$ cat src/rtl/alu_pkg.sv
// Shared definitions for the ALU and its command front end.
package alu_pkg;

    localparam logic [2:0] OP_ADD  = 3'b000;
    localparam logic [2:0] OP_SUB  = 3'b001;
    localparam logic [2:0] OP_MUL  = 3'b010;
    localparam logic [2:0] OP_AND  = 3'b011;
    localparam logic [2:0] OP_OR   = 3'b100;
    localparam logic [2:0] OP_NAND = 3'b101;
    localparam logic [2:0] OP_NOR  = 3'b110;
    localparam logic [2:0] OP_XOR  = 3'b111;

    // One bit per opcode; set for opcodes whose carry flag is meaningful.
    localparam logic [7:0] ARITH_OPS = (8'b1 << OP_ADD) | (8'b1 << OP_SUB);

    // FIFO entry layout {opcode, a, b}, 19 bits.
    typedef struct packed {
        logic [2:0] opcode;
        logic [7:0] a;
        logic [7:0] b;
    } cmd_t;

    typedef enum logic [1:0] {
        IDLE,
        EXEC,
        RESP
    } state_t;

    function automatic logic is_arith(input logic [2:0] op);
        return ARITH_OPS[op];
    endfunction

endpackage

$ cat src/rtl/cmd_fifo.sv
// Synchronous command FIFO; pointers carry one extra wrap bit to tell full from empty.
module cmd_fifo
    import alu_pkg::*;
#(
    parameter int unsigned DEPTH = 4
) (
    input  logic clk,
    input  logic rst,
    input  logic push,
    input  cmd_t wdata,
    input  logic pop,
    output cmd_t rdata,
    output logic full,
    output logic empty
);

    localparam int unsigned AW = (DEPTH > 1) ? $clog2(DEPTH) : 1;

    cmd_t          mem [DEPTH];
    logic [AW:0]   wr_ptr;
    logic [AW:0]   rd_ptr;
    logic          do_push;
    logic          do_pop;

    assign do_push = push && !full;
    assign do_pop  = pop && !empty;

    assign empty = (wr_ptr == rd_ptr);
    assign full  = (wr_ptr[AW-1:0] == rd_ptr[AW-1:0]) && (wr_ptr[AW] != rd_ptr[AW]);
    assign rdata = mem[rd_ptr[AW-1:0]];

    // Pointer advance; cleared by reset so the FIFO comes up empty.
    always_ff @(posedge clk or posedge rst) begin
        if (rst) begin
            wr_ptr <= '0;
            rd_ptr <= '0;
        end else begin
            if (do_push) wr_ptr <= wr_ptr + 1'b1;
            if (do_pop)  rd_ptr <= rd_ptr + 1'b1;
        end
    end

    // Storage write; contents need no reset since the pointers gate visibility.
    always_ff @(posedge clk) begin
        if (do_push) mem[wr_ptr[AW-1:0]] <= wdata;
    end

endmodule

$ cat src/rtl/alu_cmd_issuer.sv
// Command front end for the 8-bit ALU: queues commands, issues them one at a
// time, captures result/flags and returns them in order over a ready/valid channel.
module alu_cmd_issuer
    import alu_pkg::*;
#(
    parameter int unsigned DEPTH = 4
) (
    input  logic        clk,
    input  logic        rst,
    input  logic        cmd_valid,
    output logic        cmd_ready,
    input  logic [2:0]  cmd_opcode,
    input  logic [7:0]  cmd_a,
    input  logic [7:0]  cmd_b,
    output logic [2:0]  alu_opcode,
    output logic [7:0]  alu_in1,
    output logic [7:0]  alu_in2,
    input  logic [15:0] alu_result,
    input  logic        alu_flagc,
    input  logic        alu_flagz,
    output logic        rsp_valid,
    input  logic        rsp_ready,
    output logic [2:0]  rsp_opcode,
    output logic [15:0] rsp_result,
    output logic        rsp_flagc,
    output logic        rsp_flagz,
    output logic        busy,
    output logic [15:0] op_count
);

    state_t state;
    cmd_t   in_cmd;
    cmd_t   head;
    logic   fifo_full;
    logic   fifo_empty;
    logic   push;
    logic   pop;

    assign in_cmd    = '{opcode: cmd_opcode, a: cmd_a, b: cmd_b};
    assign cmd_ready = !fifo_full;
    assign push      = cmd_valid && !fifo_full;
    assign pop       = (state == IDLE) && !fifo_empty;
    assign busy      = !fifo_empty || (state != IDLE);

    cmd_fifo #(
        .DEPTH (DEPTH)
    ) u_fifo (
        .clk   (clk),
        .rst   (rst),
        .push  (push),
        .wdata (in_cmd),
        .pop   (pop),
        .rdata (head),
        .full  (fifo_full),
        .empty (fifo_empty)
    );

    // Issue FSM: pop into ALU operand registers, capture ALU outputs, hold response until accepted.
    always_ff @(posedge clk or posedge rst) begin
        if (rst) begin
            state      <= IDLE;
            alu_opcode <= '0;
            alu_in1    <= '0;
            alu_in2    <= '0;
            rsp_valid  <= 1'b0;
            rsp_opcode <= '0;
            rsp_result <= '0;
            rsp_flagc  <= 1'b0;
            rsp_flagz  <= 1'b0;
            op_count   <= '0;
        end else begin
            unique case (state)
                IDLE: begin
                    if (!fifo_empty) begin
                        alu_opcode <= head.opcode;
                        alu_in1    <= head.a;
                        alu_in2    <= head.b;
                        state      <= EXEC;
                    end
                end
                EXEC: begin
                    // ALU keeps a stale carry on logic/MUL ops, so only ADD/SUB pass it through.
                    rsp_opcode <= alu_opcode;
                    rsp_result <= alu_result;
                    rsp_flagz  <= alu_flagz;
                    rsp_flagc  <= alu_flagc && is_arith(alu_opcode);
                    rsp_valid  <= 1'b1;
                    state      <= RESP;
                end
                RESP: begin
                    if (rsp_ready) begin
                        rsp_valid <= 1'b0;
                        op_count  <= op_count + 16'd1;
                        state     <= IDLE;
                    end
                end
                default: state <= IDLE;
            endcase
        end
    end

endmodule

$ cat config.mk
export PLATFORM = sky130hd
export DESIGN_NAME = alu_cmd_issuer
export DESIGN_NICKNAME = d
export VERILOG_FILES = /design/src/rtl/alu_pkg.sv /design/src/rtl/cmd_fifo.sv /design/src/rtl/alu_cmd_issuer.sv
export SDC_FILE = /design/constraint.sdc
export NUM_CORES = 1
export LEC_CHECK = 0
export ABC_AREA = 0
export CORE_UTILIZATION = 41
export DETAILED_ROUTE_END_ITERATION = 8
export GPL_ROUTABILITY_DRIVEN = 0
export HOLD_SLACK_MARGIN = 0.15
export PLACE_DENSITY = 0.71
export SLEW_MARGIN = 20
export SYNTH_ARGS = -nofsm -noshare
export SYNTH_HDL_FRONTEND = slang
export SYNTH_HIERARCHICAL = 1
export SYNTH_SLANG_ARGS = --single-unit
$ cat constraint.sdc
create_clock -name clk -period 7.1 [get_ports clk]
set_input_delay 1.42 -clock clk [delete_from_list [all_inputs] [get_ports clk]]
set_output_delay 1.42 -clock clk [all_outputs]
set_load 0.05 [all_outputs]
==> results of run 1 <==
## synth_stat cells (5+ instances only)
cell      count  area (um2)
edfxtp_1     76        2282
ha_1          6       75.07
nor3_1        5       25.02
xor2_1        5       43.79
inv_1        10       37.54
mux2_2       19       214.0
nand3_1       6       30.03
buf_2         6       30.03
xnor2_1      16       140.1
nand2_1      73       274.0
a21oi_1       6       30.03
mux4_2       19       427.9
dfrtp_1      65        1627
nor2_1        5       18.77
## final timing paths
kind	endpoint	slack, ps	cells after the start
setup / recovery	busy	2670	4
hold / removal	op_count[15]	460	1
setup reg to reg	u_fifo/mem[1][2]	3870	5
hold reg to reg	op_count[15]	460	1
max in group asynchronous	alu_in2[0]	5010	3
min in group asynchronous	u_fifo/wr_ptr[0]	1300	2
## area by class of cell
cell class	count	area [um2]
fill	1051	5964
sequential	141	3910
multi-input combinational	195	1603
timing repair buffer	103	1021
clock buffer	18	439.2
tap	176	220.2
clock inverter	13	100.1
inverter	10	37.54
## logic make-up (layout without fill, tap and decap cells)
logic type | Yosys count | in the layout | synth area share (%)
AOI/OAI and AO/OA | 17 | 17 | 2.341
xor gates and xnor gates | 24 | 24 | 4.147
buffers and inverters | 23 | 144 | 1.873
DFF | 141 | 141 | 69.65
adders and majority gates | 6 | 6 | 1.338
muxes | 38 | 38 | 11.44
and+or+nand+nor | 110 | 110 | 9.209
## stage by stage
stage | utilization [%] | instances | setup slack, ps | power (W) | cell area (um2)
after floorplan | - | 359 | 4224 | 0.002416 | 5612
after global placement | 51.08 | 625 | 3118 | 0.002860 | 6792
after detailed placement | 51.08 | 625 | 3057 | 0.002893 | 6792
after CTS | 55.14 | 656 | 2618 | 0.003711 | 7331
after global routing | 55.14 | 656 | 2448 | 0.003861 | 7331
final | 55.14 | 656 | 2671 | 0.003667 | 7331
## sequential cells by signal, summed over array words and instances (netlist names)
name / flops
u_fifo/mem: 76
u_fifo/wr_ptr: 3
u_fifo/rd_ptr: 3
op_count: 16
alu_opcode: 3
rsp_result: 16
alu_in2: 8
state: 2
rsp_opcode: 3
rsp_valid: 1
rsp_flagz: 1
alu_in1: 8
rsp_flagc: 1
## routing by layer
| layer | part of all wire [%] | global-route usage [%] |
|---|---|---|
| met1 | 44 | 20.61 |
| met2 | 50 | 26.13 |
| met3 | 5.9 | 4.981 |
| met4 | 0.44 | 5.459 |
| met5 | 0 | 0 |
## where the power goes
part / switching, W / total, W / internal, W / leakage (nW)
Sequential: 0.000192 / 0.00133 / 0.00114 / 1.50
Combinational: 0.000927 / 0.00154 / 0.000609 / 1.09
Clock: 0.000317 / 0.000800 / 0.000483 / 0.268
Total: 0.00144 / 0.00367 / 0.00223 / 2.86
## cells in the final DEF (no fill, tap or decap), drive strengths merged, types with 3 or more instances in the layout
cell type,instances
clkdlybuf4s50,99
edfxtp,76
nand2,73
dfrtp,65
mux2,19
mux4,19
clkbuf,18
xnor2,17
inv,11
clkinv,10
nand3,7
xor2,7
nor3,7
a21oi,6
ha,6
nor2,6
o31ai,5
buf,4
nand4,4
nand2b,3
and3,3
==> summary.md, run 1 <==
| Metric | Value |
|---|---|
| Via count | `3200` |
| Ports | `100` |
| Critical Path Start Type | `flip-flop` |
| Setup bufs post-CTS | `0` |
| Hold Violations, Final | `0` |
| CTS tree | `done` |
| Cell Area, Synth | `about 0.0056 mm2` |
| Number of remaining DRC errors | `0` |
| Max-slew violations | `0` |
| First-pass GRT wire length | `17.11 mm` |
| Max Clock Skew | `about 6.8 ps` |
| Post-layout min period | `4429 ps` |
| Number of DRC markers in iteration 0 | `167` |
| Chip Height | `approximately 120 um` |
| Largest net degree at the start of global routing | `60` |
| HP Start | `op_count[15]` |
| Mapped Cells | `359` |
| Crit-path cells | `xor2_1, nor3_1, nand2_1, clkdlybuf4s50_1` |
| Synth Flop Type | `edfxtp_1` |
| Critical path peak fanout | `25` |
| Cell variety after synth | `38` |
| Buffers & Inverters on Critical Path | `1` |
| Number of buffers added on ports | `99` |
| CP Capture Type | `output pin` |
| Vias in the first global route | `3283` |
| Post-synth ARST share | `46.10%` |
| CTS Buffer Depth | `2` |
| Die width | `119.0 um` |
| Initial antenna violation count | `0` |
| Crit. Startpoint | `u_fifo/rd_ptr[1]` |
| Actual slew at the worst max-slew pin | `1073 ps` |
| Final critical-path share of the clock period | `between 60% and 70%` |
| Detailed Routing Iterations Pass 1 | `4` |
| Outcome | `finished, final reports clean` |
| Layout area overhead | `30.64%` |
| Leak Pwr | `2.859 nW` |
| Yosys reg bits | `about 140` |
| Post-synthesis net count | `406` |
| Endpoints failing setup | `0` |
| Initial Util | `42.21%` |
| CTS resizes | `0` |
| Core area | `0.01330 mm2` |
| Post-CTS Hold Buffers | `0` |
| Ratio of cells with drive above 1 in the final layout | `18.13%` |
| Global Route Usage Sum | `between 10% and 20%` |
| GRT overflow | `0` |
| Clock root buffer | `clkbuf_16` |
| Hold Path Class | `reg2reg` |
| CP arrival | `3010 ps` |
| Post-layout net count | `515` |
| Max cap viols | `0` |
| Die Footprint | `0.01416 mm2` |
| Row cnt | `42` |
| Final ANT Viol Nets | `0` |
| Sequential share of the synthesized area | `69.65%` |
| Clock Latency Late Sink | `400 ps` |
| Syn. warnings | `6` |
| Min Hold Slack | `463.3 ps` |
| FMAX | `225.8 MHz` |
| Slew headroom | `between 20% and 30%` |
| CP Data Required Time | `5680 ps` |
| Power Dens Cells | `around 500 mW/mm2` |
| WL/cell | `between 15 and 20 um` |
| Via-to-Cell Ratio | `4.878` |
| # H-tree levels | `4` |
| Clk pin slew, worst setup/hold paths | `60 ps` |
| RSZ-0062 raised after global routing | `no` |
| Number of synthesized flops with an enable pin | `76` |
| CP peak stage delay | `between 1000 and 1500 ps` |
| R2r startpoint | `u_fifo/rd_ptr[1]` |
| Clock buffer count from CTS | `17` |
| Hpwl dp | `6.778 mm` |
| Crit path max-delay family | `flip-flops` |
| # diodes | `0` |
| CP Class | `reg2out` |
| Setup TNS | `0 ps` |
| WL final | `between 10 and 15 mm` |
| Syn_area_per_cell | `around 16 um2` |
| # clock sinks | `~140` |
| Slowest stage cell on the critical path | `dfrtp_1` |
| Worst vdd ir | `0.0003217 V` |
(Power assumes the default switching activity.)
==> run 2: changes to the inputs <==
PLACE_DENSITY = 0.73   (was 0.71)
clock period = 3.8 ns   (was 7.1 ns; I/O delays follow)
==> summary.md, run 2 (synthesis results as in run 1) <==
| Metric | Value |
|---|---|
| Number of DRC markers in iteration 0 | `203` |
| Max-slew violations | `0` |
| Largest net degree at the start of global routing | `35` |
| Commonest non-fill, non-tap cells in the layout | `clkdlybuf4s50_1, edfxtp_1, nand2_1` |
| Placed instance area | `0.006828 mm2` |
| Row cnt | `42` |
| P_sw | `0.002698 W` |
| Number of buffers added on ports | `99` |
| Critical Path Start Type | `flip-flop` |
| Layout area overhead | `32.49%` |
| Ratio of cells with drive above 1 in the final layout | `19.14%` |
| Clk pin slew, worst setup/hold paths | `60 ps` |
| Final critical-path share of the clock period | `between 80 and 90%` |
| Die Footprint | `0.01416 mm2` |
| Most common cell after layout, fill and taps aside | `clkdlybuf4s50_1` |
| GRT overflow | `0` |
| Actual slew at the worst max-slew pin | `905.8 ps` |
| # clock sinks | `141` |
| WL/cell | `16.06 um` |
| Outcome | `finished, final reports clean` |
| Max Clock Skew | `5.795 ps` |
| Setup TNS | `0 ps` |
| Max FFs per register | `76` |
| Slew headroom | `39.61%` |
| Post-CTS Hold Buffers | `0` |
| Critical path peak fanout | `12` |
| Hpwl dp | `7.161 mm` |
| Int Pwr | `0.004339 W` |
| Worst vdd ir | `0.0005295 V` |
| CP Class | `reg2out` |
| CTS resizes | `0` |
| CTS tree | `done` |
| Leak Pwr | `between 2 and 3 nW` |
| Ports | `100` |
| Logic pwr share | `a little over two fifths` |
| Post-layout net count | `520` |
| Clock root buffer | `clkbuf_16` |
| Number of remaining DRC errors | `0` |
| Via count | `3254` |
| Initial antenna violation count | `0` |
| CP arrival | `between 2000 and 3000 ps` |
| Design Area, Final | `0.007435 mm2` |
| Post-layout min period | `~3300 ps` |
| Die width | `between 100 and 150 um` |
| Hold Path Class | `reg2reg` |
| Endpoints failing setup | `0` |
| Via-to-Cell Ratio | `4.915` |
| CP Capture Type | `output pin` |
| Chip Height | `around 120 um` |
| Hold Violations, Final | `0` |
| Initial Util | `42.21%` |
| Clock Latency Late Sink | `410 ps` |
| # diodes | `0` |
| Max cap viols | `0` |
| Clock buffer count from CTS | `17` |
| Setup bufs post-CTS | `0` |
| Detailed Routing Iterations Pass 1 | `4` |
| Final ANT Viol Nets | `0` |
| Vias in the first global route | `3349` |
| WL final | `10.63 mm` |
| CTS Buffer Depth | `2` |
| # H-tree levels | `4` |
| Global Route Usage Sum | `16.72%` |
| Sw Ratio | `a little under two fifths` |
| RSZ-0062 raised after global routing | `no` |
| Reg2reg setup slack | `1330 ps` |
| FMAX | `301.2 MHz` |
| Power Dens Cells | `946.5 mW/mm2` |
| Flop pwr share | `34.1%` |
| Core area | `between 0.01 and 0.015 mm2` |
| CP Data Required Time | `about 3000 ps` |
| First-pass GRT wire length | `17.64 mm` |
| Clk pwr share | `23.5%` |
## run 2: cell types whose count changed in the layout (fill, tap and decap cells not counted), moves of 2 or more
cell	delta
clkbuf_1	+2
clkinvlp_4	+2
buf_4	+5
clkbuf_8	+4
clkinv_1	-3
clkinv_2	-4
## run 2: worst paths after layout
kind / from / end / cells after the start
max: u_fifo/rd_ptr[1] / busy / 4
min: rsp_result[13] / rsp_result[13] / 2
max reg2reg: u_fifo/rd_ptr[0] / u_fifo/mem[3][16] / 8
min reg2reg: rsp_result[13] / rsp_result[13] / 2
max in group asynchronous: rst / rsp_result[3] / 3
min in group asynchronous: rst / u_fifo/rd_ptr[0] / 2
## run 2: layout make-up
cell class	instances	area, um2
sequential	141	3909
clock inverter	8	105.1
fill	1052	5861
timing repair buffer	108	1059
tap	176	220.2
inverter	10	37.54
multi-input combinational	195	1603
clock buffer	24	501.7
## run 2: per-layer routing
layer,vias up,track usage (%),wire length [um]
li1,1511,-,-
met1,1599,21.56,4579
met2,128,26.45,5104
met3,16,5.125,783
met4,0,6.566,167
met5,-,0,0
## run 2: through the flow
| stage | power, W | cells | setup slack (ps) | util (%) | hold WS [ps] |
|---|---|---|---|---|---|
| after floorplan | 0.004514 | 359 | 1551 | - | 520.6 |
| after global placement | 0.005361 | 630 | 913.8 | 51.36 | 456.9 |
| after detailed placement | 0.005446 | 630 | 895.7 | 51.36 | 463.2 |
| after CTS | 0.007127 | 662 | 451.6 | 55.92 | 477.6 |
| after global routing | 0.007421 | 662 | 265.7 | 55.92 | 508.8 |
| final | 0.007037 | 662 | 480.1 | 55.92 | 474.6 |
## run 2: power groups by stage
stage                     clock network (W)  registers [W]  logic (W)
after CTS                           0.00169        0.00241    0.00303
final                               0.00165        0.00240    0.00298
after floorplan                           0        0.00319    0.00133
after global routing                0.00177        0.00246    0.00320
after global placement                    0        0.00240    0.00296
after detailed placement                  0        0.00243    0.00301
## run 2: worst max-delay path, cell delays in order (launching register included)
cell and delay, ps:
dfrtp_1 670, xor2_1 210, nor3_1 410, nand2_1 120, clkdlybuf4s50_1 740
==> variant, RTL diff (settings of run 1) <==
`DEPTH` is set to 4 in 2 places; all go to 2.
--- a/src/rtl/cmd_fifo.sv
+++ b/src/rtl/cmd_fifo.sv
@@ -4,3 +4,3 @@
 #(
-    parameter int unsigned DEPTH = 4
+    parameter int unsigned DEPTH = 2
 ) (
--- a/src/rtl/alu_cmd_issuer.sv
+++ b/src/rtl/alu_cmd_issuer.sv
@@ -5,3 +5,3 @@
 #(
-    parameter int unsigned DEPTH = 4
+    parameter int unsigned DEPTH = 2
 ) (
Check against the original RTL: not equivalent (Yosys sat finds a counterexample within 4 cycles, from zero or initial values and one cycle with rst high).
==> variant against run 1 <==
  * Synthesized area is 29% lower
  * Core utilization is 2.0 points higher
  * Final cell count is 19% lower
  * Clock power is 54% lower
  * Global-route usage is 0.059 points lower
  * Wire length is 28% lower
  * Sequential power is 26% lower
  * Die area is 29% lower
  * Design area is 27% lower
  * Worst setup slack better by 0.31 ns
  * Sequential share of layout area is 2.3 points lower
  * Power is 27% lower
  * Fmax is 7.5% higher
  * Sequential cell count is 40 lower
  * Largest cell class unchanged
==> variant: results (changes against run 1) <==
XOR/XNOR share of the synthesized area - 4.15% (about the same)
Top power group - combinational cells
Met2 Track Usage GR - 26.7% (+0.59 points)
M3 GR Usage - 2.84% (-2.1 points)
Combinational power - 1.33 mW (-14%)
Area contributors post-synth - dfrtp_1 40%, edfxtp_1 29%, mux2_2 11%
Clk pwr share - 13.8% (-8.0 points)
Global-route usage over all layers - 16.1% (-0.059 points)
Final nets - 440 (-15%)
FF-to-FF path depth - 5 (unchanged)
Largest stage delay on the critical path - 1.03 ns (-0.02 ns)
P_sw - 1.16 mW (-19%)
Worst hold path depth - 1 (unchanged)
Worst-path fanout max - 27 (+8.0%)
Mux share of post-synthesis cell area - 11.5% (+0.088 points)
Iter 0 DRT Violations - 118 (-29%)
TritonCTS buffer count - 9 (-8)
Status - completed
Synth Area in Compound Gates - 1.60% (-0.74 points)
Top post-synthesis cells by count - 74 x nand2_1, 63 x dfrtp_1, 39 x mux2_2
Largest net degree at the start of global routing - 38 (-37%)
DR vias - 2502 (-22%)
Hold Startpoint - op_count[15]$_DFFE_PP0P_
First-pass GRT wire length - 12.3 mm (-28%)
Ant. Diodes - 0 (unchanged)
Critical path capture point - busy
Number of synthesized flops with an enable pin - 38 (-50%)
Post-Route WL - 7.50 mm (-28%)
Root buffer selected by CTS - clkbuf_8
Unique masters post-synth - 33 (-13%)
Layout cells sized above 1 - 17.1% (-1.0 points)
Post-route insts no fill - 532 (-19%)
Ys async rst share - 62.4% (+16 points)
Clk pin slew, worst setup/hold paths - 0.10 ns (+0.04 ns)
Synth Net Count - 337 (-17%)
Max-Slew Margin vs Limit - 28.1% (-0.42 points)
# H-tree levels - 3 (-1)
Area share of fa/ha/maj cells after synthesis - 0.314% (-1.0 points)
Arrival time at the worst endpoint - 2.70 ns (-0.31 ns)
Seq/Total Area, Yosys - 68.2% (-1.4 points)
Worst VDD drop - 208 uV (-35%)
Met1 Track Usage GR - 21.1% (+0.44 points)
Reg2reg setup slack - 4.14 ns (+0.27 ns)
Worst Skew - 0.0142 ns (+0.00744 ns)
Max reg flops - 38 (-50%)
Buffers on Ports - 99 (unchanged)
Crit Reg-Reg Endpoint - u_fifo/mem[1][11]$_DFFE_PP_
Placed insts - 516 (-17%)
Leak - 2.20 nW (-23%)
Worst skew pair latency - 0.36 ns (-0.04 ns)
Crit path from - u_fifo/rd_ptr[0]$_DFFE_PP0P_
Synth Area per Inst - 13.5 sq um (-14%)
Pre-Repair DR Iteration Count - 4 (unchanged)
Post-cts sizing count - 0 (unchanged)
TNS Setup - 0 ns (unchanged)
Yosys Warn Count - 6 (unchanged)
Delay-heaviest family, CP - flip-flops
Detailed Place HPWL - 5.16 mm (-24%)
Area share of the leading cell type in the synthesized netlist - 39.6% (-1.1 points)
Clock tree buffer depth - 2 (unchanged)
variant: cell types whose count changed after synthesis, moves of 4 or more:
cell,change
edfxtp_1,-38
ha_1,-5
mux2_2,+20
mux4_2,-19
o31ai_1,-4
xnor2_1,-4
variant: through the flow:
step | hold WS [ns] | setup WS (ns) | power (mW) | instance area (sq um)
5_1_grt | 0.508 | 2.78 | 2.84 | 5330
6_report | 0.473 | 2.98 | 2.69 | 5330
3_5_place_dp | 0.462 | 3.35 | 2.34 | 5120
4_1_cts | 0.480 | 2.96 | 2.72 | 5330
2_1_floorplan | 0.521 | 3.99 | 1.91 | 3980
3_3_place_gp | 0.457 | 3.38 | 2.31 | 5120
variant: final cells by class:
type	count	area, sq um
well taps	129	161
repair buffers	102	1010
multi-input cells	177	1200
clock inverters	6	71.3
inverters	7	26.3
fillers	782	4000
flip-flops and latches	101	2720
clock buffers	10	138
variant: metal layers:
layer / part of all wire, % / routed length, microns
met1: 46 / 3450
met4: 1.6 / 118
met2: 49 / 3660
met3: 3.6 / 267
met5: 0 / 0
